### config.mk
export PLATFORM = sky130hd
export DESIGN_NAME = uart_byte_fifo_flat
export DESIGN_NICKNAME = d
export VERILOG_FILES = /design/src/rtl/uart_byte_fifo_pkg.sv /design/src/rtl/uart_byte_fifo_if.sv /design/src/rtl/uart_byte_fifo_sync_fifo.sv /design/src/rtl/uart_byte_fifo.sv /design/src/flat_wrapper.sv
export SDC_FILE = /design/constraint.sdc
export NUM_CORES = 1
export LEC_CHECK = 0
export ABC_AREA = 1
export CORE_UTILIZATION = 60
export CTS_BUF_LIST = sky130_fd_sc_hd__clkbuf_8
export DETAILED_ROUTE_END_ITERATION = 10
export PLACE_DENSITY = 0.79
export SLEW_MARGIN = 25
export SYNTH_ARGS = -nofsm -noshare
export SYNTH_HDL_FRONTEND = slang
export SYNTH_SLANG_ARGS = --single-unit
### constraint.sdc
create_clock -name clk -period 3.4 [get_ports clk]
set_input_delay 1.02 -clock clk [delete_from_list [all_inputs] [get_ports clk]]
set_output_delay 1.02 -clock clk [all_outputs]
set_load 0.1 [all_outputs]
### src/rtl/uart_byte_fifo_pkg.sv
// Shared widths, defaults and helpers for the UART byte buffer and pacer.
package uart_byte_fifo_pkg;

  localparam int unsigned BYTE_W         = 8;
  localparam int unsigned FRAME_BITS_DEF = 10;
  localparam int unsigned CLKDIV_DEF     = 32;
  localparam int unsigned DEPTH_DEF      = 16;

  typedef logic [BYTE_W-1:0] byte_t;

  // Width of a down-counter that must hold n-1; never narrower than one bit.
  function automatic int unsigned gap_width(input int unsigned n);
    return (n < 2) ? 1 : $clog2(n);
  endfunction

endpackage

### src/rtl/uart_byte_fifo_if.sv
// Byte stream and status bundle between uart_rx, the byte buffer and uart_tx.
interface uart_byte_fifo_if #(
  parameter int unsigned DEPTH = 16
);
  import uart_byte_fifo_pkg::*;

  localparam int unsigned CNT_W = $clog2(DEPTH) + 1;

  byte_t            in_data;
  logic             in_valid;
  byte_t            out_data;
  logic             out_send;
  logic [CNT_W-1:0] count;
  logic             empty;
  logic             full;
  logic             overflow;

  // Producer / observer side (uart_rx + uart_tx wiring).
  modport master (
    output in_data, in_valid,
    input  out_data, out_send, count, empty, full, overflow
  );

  // Buffer side.
  modport slave (
    input  in_data, in_valid,
    output out_data, out_send, count, empty, full, overflow
  );

endinterface

### src/rtl/uart_byte_fifo_sync_fifo.sv
// Power-of-two synchronous FIFO with an explicit occupancy register.
// The caller decides push/pop legality; this block just executes them.
module uart_byte_fifo_sync_fifo #(
  parameter int unsigned WIDTH = 8,
  parameter int unsigned DEPTH = 16
) (
  input  logic                   clk,
  input  logic                   rst,
  input  logic                   push_i,
  input  logic                   pop_i,
  input  logic [WIDTH-1:0]       wdata_i,
  output logic [WIDTH-1:0]       rdata_c,
  output logic [$clog2(DEPTH):0] count_o,
  output logic                   empty_o,
  output logic                   full_o
);

  localparam int unsigned AW = $clog2(DEPTH);
  localparam int unsigned CW = AW + 1;

  logic [WIDTH-1:0] mem_q [DEPTH];
  logic [AW-1:0]    wp_q, wp_d;
  logic [AW-1:0]    rp_q, rp_d;
  logic [CW-1:0]    count_q, count_d;
  logic             empty_q, empty_d;
  logic             full_q, full_d;

  always_comb begin
    wp_d    = wp_q;
    rp_d    = rp_q;
    count_d = count_q;
    if (push_i) wp_d = wp_q + AW'(1);
    if (pop_i)  rp_d = rp_q + AW'(1);
    case ({push_i, pop_i})
      2'b10:   count_d = count_q + CW'(1);
      2'b01:   count_d = count_q - CW'(1);
      default: count_d = count_q;
    endcase
    empty_d = (count_d == '0);
    full_d  = (count_d == CW'(DEPTH));
  end

  // Storage is intentionally not reset; the pointers define what is valid.
  always_ff @(posedge clk) begin
    if (push_i && !rst) mem_q[wp_q] <= wdata_i;
  end

  always_ff @(posedge clk) begin
    if (rst) begin
      wp_q    <= '0;
      rp_q    <= '0;
      count_q <= '0;
      empty_q <= 1'b1;
      full_q  <= 1'b0;
    end else begin
      wp_q    <= wp_d;
      rp_q    <= rp_d;
      count_q <= count_d;
      empty_q <= empty_d;
      full_q  <= full_d;
    end
  end

  assign rdata_c = mem_q[rp_q];
  assign count_o = count_q;
  assign empty_o = empty_q;
  assign full_o  = full_q;

endmodule

### src/rtl/uart_byte_fifo.sv
// Buffers received bytes and re-issues them as send pulses spaced one full
// UART frame apart so the transmitter is never handed a byte mid-frame.
module uart_byte_fifo
  import uart_byte_fifo_pkg::*;
#(
  parameter int unsigned DEPTH      = DEPTH_DEF,
  parameter int unsigned CLKDIV     = CLKDIV_DEF,
  parameter int unsigned FRAME_BITS = FRAME_BITS_DEF
) (
  input  logic           clk,
  input  logic           rst,
  uart_byte_fifo_if.slave bus
);

  localparam int unsigned PERIOD = CLKDIV * FRAME_BITS;
  localparam int unsigned GAP_W  = gap_width(PERIOD);
  localparam logic [GAP_W-1:0] GAP_LOAD = GAP_W'(PERIOD - 1);

  logic       push_c;
  logic       pop_c;
  byte_t      fifo_rdata_c;
  logic       fifo_empty;
  logic       fifo_full;

  logic [GAP_W-1:0] gap_q, gap_d;
  byte_t            out_data_q, out_data_d;
  logic             out_send_q, out_send_d;
  logic             overflow_q, overflow_d;

  uart_byte_fifo_sync_fifo #(
    .WIDTH (BYTE_W),
    .DEPTH (DEPTH)
  ) u_fifo (
    .clk     (clk),
    .rst     (rst),
    .push_i  (push_c),
    .pop_i   (pop_c),
    .wdata_i (bus.in_data),
    .rdata_c (fifo_rdata_c),
    .count_o (bus.count),
    .empty_o (fifo_empty),
    .full_o  (fifo_full)
  );

  // A pop frees a slot in the same cycle, so a full FIFO still accepts then.
  always_comb begin
    gap_d      = gap_q;
    out_data_d = out_data_q;
    out_send_d = 1'b0;
    overflow_d = overflow_q;
    pop_c      = !fifo_empty && (gap_q == '0) && !out_send_q;
    push_c     = bus.in_valid && (!fifo_full || pop_c);
    if (pop_c) begin
      out_send_d = 1'b1;
      out_data_d = fifo_rdata_c;
      gap_d      = GAP_LOAD;
    end else if (gap_q != '0) begin
      gap_d = gap_q - GAP_W'(1);
    end
    if (bus.in_valid && fifo_full && !pop_c) overflow_d = 1'b1;
  end

  always_ff @(posedge clk) begin
    if (rst) begin
      gap_q      <= '0;
      out_data_q <= '0;
      out_send_q <= 1'b0;
      overflow_q <= 1'b0;
    end else begin
      gap_q      <= gap_d;
      out_data_q <= out_data_d;
      out_send_q <= out_send_d;
      overflow_q <= overflow_d;
    end
  end

  assign bus.out_data = out_data_q;
  assign bus.out_send = out_send_q;
  assign bus.empty    = fifo_empty;
  assign bus.full     = fifo_full;
  assign bus.overflow = overflow_q;

endmodule

### src/flat_wrapper.sv
// flat-port wrapper written by rule: the top's interface ports become plain ports
module uart_byte_fifo_flat import uart_byte_fifo_pkg::*;
#(
  parameter int unsigned DEPTH      = DEPTH_DEF,
  parameter int unsigned CLKDIV     = CLKDIV_DEF,
  parameter int unsigned FRAME_BITS = FRAME_BITS_DEF
)
  (clk, rst, bus_in_data, bus_in_valid, bus_out_data, bus_out_send, bus_count, bus_empty, bus_full, bus_overflow);
  uart_byte_fifo_if #(.DEPTH(DEPTH)) bus_i ();
  input  logic clk;
  input  logic rst;
  input wire logic [$bits(bus_i.in_data)-1:0] bus_in_data;
  input wire logic [$bits(bus_i.in_valid)-1:0] bus_in_valid;
  output wire logic [$bits(bus_i.out_data)-1:0] bus_out_data;
  output wire logic [$bits(bus_i.out_send)-1:0] bus_out_send;
  output wire logic [$bits(bus_i.count)-1:0] bus_count;
  output wire logic [$bits(bus_i.empty)-1:0] bus_empty;
  output wire logic [$bits(bus_i.full)-1:0] bus_full;
  output wire logic [$bits(bus_i.overflow)-1:0] bus_overflow;
  assign bus_i.in_data = bus_in_data;
  assign bus_i.in_valid = bus_in_valid;
  assign bus_out_data = bus_i.out_data;
  assign bus_out_send = bus_i.out_send;
  assign bus_count = bus_i.count;
  assign bus_empty = bus_i.empty;
  assign bus_full = bus_i.full;
  assign bus_overflow = bus_i.overflow;
  uart_byte_fifo #(.DEPTH(DEPTH), .CLKDIV(CLKDIV), .FRAME_BITS(FRAME_BITS)) u_core (.clk(clk), .rst(rst), .bus(bus_i));
endmodule
==> results.md, run 1 <==
- Mean number of vias per cell: 5.88
- Peak VDD IR: 0.667 mV
- Core area: 0.0110 sq mm
- Sequential-to-total area share from yosys stat: 0.662
- GPL Wtd Cong: 0.928
- Status: finished clean
- GRT Util Overall: 0.268
- Largest area contributor in the netlist: edfxtp_1
- Layout cells sized above 1: 0.139
- Synth Instances: 635
- Worst Hold Class: register to register
- Die H: 109 um
- HPWL after DPL: 9.51 mm
- Post-synthesis mux area share: 0
- Gr ovfl total: 0
- Vias: 4,897
- Vias in the first global route: 4,469
- Ys flop type: edfxtp_1
- Crit path required time: 3.79 ns
- WHS: 0.463 ns
- Final min period: 3.13 ns
- Worst Clk Skew: 0.0103 ns
- Area contributors post-synth: edfxtp_1 56%, dfxtp_1 10%, nor2_1 6.3%
- RSZ-0062 raised after global routing: no
- Synthesized area: 0.00684 sq mm
- Post-synth EDFFs: 128
- Mapped Nets: 656
- Diode count: 0
- Finished Core Util: 0.701
- WP data arrival: 3.51 ns
- Area grow syn2layout: 12.6%
- CP Max Fanout: 8
- FP Rows: 38
- Share of the synthesized area in the top cell type: 0.562
- Worst-Margin Slew: 0.829 ns
- CTS buffer count: 17
- Full die area: 0.0118 sq mm
- CTS sink count: 162
- Synth warn: 0
- Largest net degree at the start of global routing: 66
- Max Cap Viol: 0
- Setup TNS: 0 ns
- Post-Synth Simple-Gate Area: 0.171
- Drt initial violations: 506
- IO buf count: 27
- F_max: 320 MHz
- FF+latch count, synth: 162
- Nature of the critical path endpoint: register
- Setup Crit Path Kind: register to register
- Fillers: 758
- Pleak: 2.88 nW
- Count leader, synth: edfxtp_1
- Final period util: 0.920
- First-pass GRT wire length: 23.2 mm
- Routed wire length: 15.0 mm
- Hold_buf cts: 0
- Root buffer cell: clkbuf_8
- Yosys cell types: 36
- XOR/XNOR share of the synthesized area: 0.0102
- Clock-pin transition on the worst setup and hold timing paths: 0.08 ns
- Relative slew slack: 0.447
- Placed Cells: 801
- Initial antenna violation count: 0
- CTS tree: done
- Most used cell, CP: nand2_1
- Kind of start point of the critical path: register
- Top cells by count, synth: 128 x edfxtp_1, 114 x nor2_1, 95 x nand2_1, 69 x o21ai_0
- Worst-path cell chain: inv_2 -> ha_1 -> inv_1 -> nor3_4 -> nand2_4 -> inv_2 -> nand2_4 -> nand2_4 -> nand2_1 -> ha_1 -> nand2_1 -> inv_1 -> nor2_1 -> ha_1 -> inv_1 -> nand2_1 -> nand3_1 -> nand2_1 -> nand4_1 -> nand2_1 -> nand2_1 -> nor2_1
- Final total power: 5.15 mW
- Critical path's slowest cell: dfxtp_1
- Final Slew Violations: 0
- Synth Area in Compound Gates: 0.0977
- Worst-Skew Late Latency: 0.46 ns
- Asr flop ratio synth: 0
- Pwr Density: 668 mW/mm^2
- Final Net Count: 701
- Clk buf depth: 2
- Pre-antenna DRT Iters: 6
- Adder-cell share of the synthesized area: 0.0183
- Remaining DRCs: 0
- Final setup vio count: 0
- I/O pin count: 28
- Initial Utilization: 0.623
- Largest family of logic cells by synthesized area: simple AND/OR/NAND/NOR gates
- Non-filler cells, final: 833
- Die X: 109 um
- Postcts setup bufs: 0
- Final hold violations: 0
- CTS H-tree depth: 4
- Post-DRT Antenna Nets: 0
- Routed WL per cell: 18.0 um
- Avg Inst Size Synth: 10.8 sq um
- Crit-path max cell delay: 0.33 ns
-- worst paths after layout --
kind	startpoint	slack [ns]	end	cells after the start
max	u_core.gap_q[0]$_SDFFE_PP0P_	0.27	u_core.u_fifo.full_o$_SDFF_PP0_	22
min	u_core.bus.overflow$_SDFFE_PP0P_	0.46	u_core.bus.overflow$_SDFFE_PP0P_	2
max reg2reg	u_core.gap_q[0]$_SDFFE_PP0P_	0.27	u_core.u_fifo.full_o$_SDFF_PP0_	22
min reg2reg	u_core.bus.overflow$_SDFFE_PP0P_	0.46	u_core.bus.overflow$_SDFFE_PP0P_	2
-- timing repair --
action / 4_1_cts / 5_1_grt
endpoints found under the hold margin: 0 / 0
endpoints found under the setup margin: 0 / 2
resized for setup: 0 / 1
-- area by class of cell --
cell class / instances / area (sq um) / area share
tap: 140 / 175 / 0.0227
sequential: 162 / 4530 / 0.588
inverter: 40 / 154 / 0.0200
clock buffer: 17 / 234 / 0.0304
timing repair buffer: 53 / 423 / 0.0549
multi-input combinational: 406 / 2030 / 0.264
clock inverter: 15 / 156 / 0.0203
-- worst max-delay path, delay by kind of cell (launching register included) --
kind                       cells  cell delay (ns)
buffers and inverters          5             0.39
adders and majority gates      3             0.65
and+or+nand+nor               14             1.69
DFF                            1             0.33
-- sequential cells by signal (all words and copies together) (netlist names) --
name	cells
u_core.u_fifo.mem_q	128
u_core.gap_q	9
u_core.bus.out_data	8
u_core.u_fifo.count_o	5
u_core.u_fifo.rp_q	4
u_core.u_fifo.wp_q	4
u_core.bus.out_send	1
u_core.bus.overflow	1
u_core.u_fifo.empty_o	1
u_core.u_fifo.full_o	1
-- power breakdown --
group	switching, mW	total (mW)	internal [mW]
sequential	0.0950	2.33	2.24
combinational	1.01	1.42	0.402
clock	0.736	1.40	0.661
-- per-stage QoR --
step	instance area, sq um	worst slack (ns)
3_5_place_dp	7310	0.200
2_1_floorplan	6840	0.424
3_3_place_gp	7310	0.320
5_1_grt	7700	0.0609
6_report	7700	0.272
4_1_cts	7700	0.305
-- cells by family after synthesis --
kind of cell,count (synthesis)
xor+xnor,8
compound gates,118
buf+inv,67
fa+ha+maj,10
flops,162
simple gates,270
-- per-layer routing --
layer  wire length, um  up-vias  GRT usage  part of all wire
met2              7320      228      0.433              0.49
li1                  -     2290          -                 -
met5                 0        -          0                 0
met1              6160     2343      0.356              0.41
met3              1180       36     0.0556             0.078
met4               335        0      0.110             0.022
-- cell usage in the layout, fill, tap and decap left out, types with 2 or more instances in the layout --
| master | netlist | layout |
|---|---|---|
| inv_6 | 0 | 5 |
| clkinv_1 | 2 | 4 |
| xnor2_1 | 2 | 2 |
| buf_4 | 3 | 43 |
| ha_1 | 10 | 10 |
| nand2_4 | 3 | 3 |
| nand2_2 | 3 | 3 |
| clkbuf_8 | 0 | 17 |
| nor3_1 | 9 | 9 |
| nand3_1 | 34 | 34 |
| nand2_1 | 95 | 95 |
| xor2_1 | 6 | 6 |
| a21oi_1 | 11 | 11 |
| bufinv_16 | 0 | 2 |
| o211ai_1 | 24 | 24 |
| o22ai_1 | 8 | 8 |
| clkdlybuf4s50_1 | 0 | 10 |
| nand4_1 | 5 | 5 |
| clkinvlp_4 | 0 | 2 |
| nor2_1 | 114 | 114 |
| clkinv_2 | 1 | 3 |
| edfxtp_1 | 128 | 128 |
| dfxtp_1 | 34 | 33 |
| o21ai_0 | 69 | 69 |
| o21ai_1 | 3 | 3 |
| inv_2 | 6 | 7 |
| inv_1 | 30 | 29 |
No activity file was read; power rests on OpenSTA's default activity.
==> run 2: changes to the inputs <==
--- a/config.mk
+++ b/config.mk
@@ -10,6 +10,7 @@
 export CTS_BUF_LIST = sky130_fd_sc_hd__clkbuf_8
 export DETAILED_ROUTE_END_ITERATION = 10
 export PLACE_DENSITY = 0.79
+export SETUP_SLACK_MARGIN = 0.1
 export SLEW_MARGIN = 25
 export SYNTH_ARGS = -nofsm -noshare
 export SYNTH_HDL_FRONTEND = slang
==> results.md, run 2 (synthesis results as in run 1) <==
- Diode count: 0
- Drt initial violations: 506
- Mean number of vias per cell: 5.89
- Routed WL per cell: 18.0 um
- Core area: 0.0110 sq mm
- Initial Utilization: 0.623
- CTS sink count: 162
- Most flop-heavy register: u_core.u_fifo.mem_q
- Die X: 109 um
- Critical path's slowest cell: dfxtp_1
- DP Worst Slack: 0.200 ns
- HPWL after DPL: 9.51 mm
- Commonest non-fill, non-tap cell in the layout: edfxtp_1
- Nature of the critical path endpoint: register
- Final period util: 0.904
- Setup TNS: 0 ns
- WHS Path Cells: 2
- Clk buf depth: 2
- CTS buffer count: 17
- Fin area: 0.00770 sq mm
- Gr ovfl total: 0
- Root buffer cell: clkbuf_8
- I/O pin count: 28
- Buf+Inv Stages, Crit Path: 5
- Pre-antenna DRT Iters: 5
- Full die area: 0.0118 sq mm
- Worst-Skew Late Latency: 0.46 ns
- Cts repair resizes: 0
- Remaining DRCs: 0
- RR Startpoint: u_core.gap_q[0]$_SDFFE_PP0P_
- Most used cell, CP: nand2_1
- GRT Util Overall: 0.268
- Most frequent cells in the layout: 128 x edfxtp_1, 114 x nor2_1, 95 x nand2_1
- Relative slew slack: 0.447
- Post-route setup slack: 0.328 ns
- Final Slew Violations: 0
- Multi-input gate area: 0.00203 sq mm
- Fillers: 759
- RR Endpoint: u_core.u_fifo.full_o$_SDFF_PP0_
- DP Area: 0.00731 sq mm
- Non-filler cells, final: 833
- Vias: 4,906
- Status: finished clean
- Initial antenna violation count: 0
- Hold wc startpoint: u_core.bus.overflow$_SDFFE_PP0P_
- CTS tree: done
- Vias in the first global route: 4,469
- CP Max Fanout: 8
- CTS H-tree depth: 4
- Max Cap Viol: 0
- F_max: 326 MHz
- Worst Clk Skew: 0.00813 ns
- Placed Cells: 801
- Final min period: 3.07 ns
- Clock-pin transition on the worst setup and hold timing paths: 0.08 ns
- Area grow syn2layout: 12.6%
- First-pass GRT wire length: 23.2 mm
- Die H: 109 um
- RSZ-0062 raised after global routing: no
- Worst Hold Class: register to register
- Layout cells sized above 1: 0.140
- Worst R2R Setup Slack: 0.33 ns
- IO buf count: 27
- Final Net Count: 701
- Max reg flops: 128
- End of the worst hold path: u_core.bus.overflow$_SDFFE_PP0P_
- Worst-path cell chain: inv_2 -> ha_1 -> inv_1 -> nor3_4 -> nand2_4 -> inv_2 -> nand2_4 -> nand2_4 -> nand2_1 -> ha_2 -> nand2_1 -> inv_1 -> nor2_1 -> ha_1 -> inv_1 -> nand2_1 -> nand3_1 -> nand2_1 -> nand4_1 -> nand2_1 -> nand2_1 -> nor2_1
- Crit path required time: 3.79 ns
- Largest net degree at the start of global routing: 66
- Post-DRT Antenna Nets: 0
- Routed wire length: 15.0 mm
- Reg2reg path depth: 22
- Setup Crit Path Kind: register to register
- Postcts setup bufs: 0
- Final setup vio count: 0
- FP Rows: 38
- Crit-path max cell delay: 0.33 ns
- Final total power: 5.15 mW
- Pleak: 2.88 nW
- GPL Wtd Cong: 0.928
- Worst-Margin Slew: 0.828 ns
- WP data arrival: 3.46 ns
- Peak VDD IR: 0.667 mV
- Kind of start point of the critical path: register
- Register area: 0.00453 sq mm
- Pwr Density: 668 mW/mm^2
- Final hold violations: 0
- Hold_buf cts: 0
- Crit path max-delay family: simple AND/OR/NAND/NOR gates
-- run 2: cell counts in the layout (fill, tap and decap cells not counted) --
Identical to the previous run, type by type.
-- run 2: worst max path at each step --
stage                                            end                              from  cells after the start
floorplan           u_core.u_fifo.empty_o$_SDFF_PP1_  u_core.u_fifo.empty_o$_SDFF_PP1_                     14
global placement    u_core.u_fifo.empty_o$_SDFF_PP1_                      bus_in_valid                     12
detailed placement   u_core.u_fifo.full_o$_SDFF_PP0_                      bus_in_valid                     15
CTS                  u_core.u_fifo.full_o$_SDFF_PP0_      u_core.gap_q[0]$_SDFFE_PP0P_                     22
global route         u_core.u_fifo.full_o$_SDFF_PP0_      u_core.gap_q[0]$_SDFFE_PP0P_                     22
finish               u_core.u_fifo.full_o$_SDFF_PP0_      u_core.gap_q[0]$_SDFFE_PP0P_                     22
-- run 2: tightest hold or removal path, stage by stage (launching register included) --
cell	delay (ns)
dfxtp_1	0.32
inv_1	0.05
a21oi_1	0.05
-- run 2: routing by layer --
layer / part of all wire / vias to the layer above / wire length [um] / global-route usage
li1: - / 2293 / - / -
met1: 0.41 / 2351 / 6140 / 0.356
met2: 0.49 / 228 / 7390 / 0.433
met3: 0.076 / 34 / 1150 / 0.0556
met4: 0.021 / 0 / 311 / 0.110
met5: 0 / - / 0 / 0
-- run 2: layout make-up --
type / count / area share
Clock inverter: 15 / 0.0203
Clock buffer: 17 / 0.0304
Timing Repair Buffer: 53 / 0.0549
Tap cell: 140 / 0.0227
Inverter: 40 / 0.0200
Multi-Input combinational cell: 406 / 0.264
Sequential cell: 162 / 0.588
-- run 2: power by group --
group,switching [mW],total [mW],internal [mW]
combinational,1.01,1.42,0.402
sequential,0.0951,2.33,2.24
clock,0.737,1.40,0.661
total,1.85,5.15,3.30
-- run 2: metrics by stage --
step / hold WS (ns) / utilization
after floorplan: 0.453 / -
after global placement: 0.439 / 0.666
after detailed placement: 0.447 / 0.666
after CTS: 0.466 / 0.701
after global routing: 0.489 / 0.701
final: 0.463 / 0.701
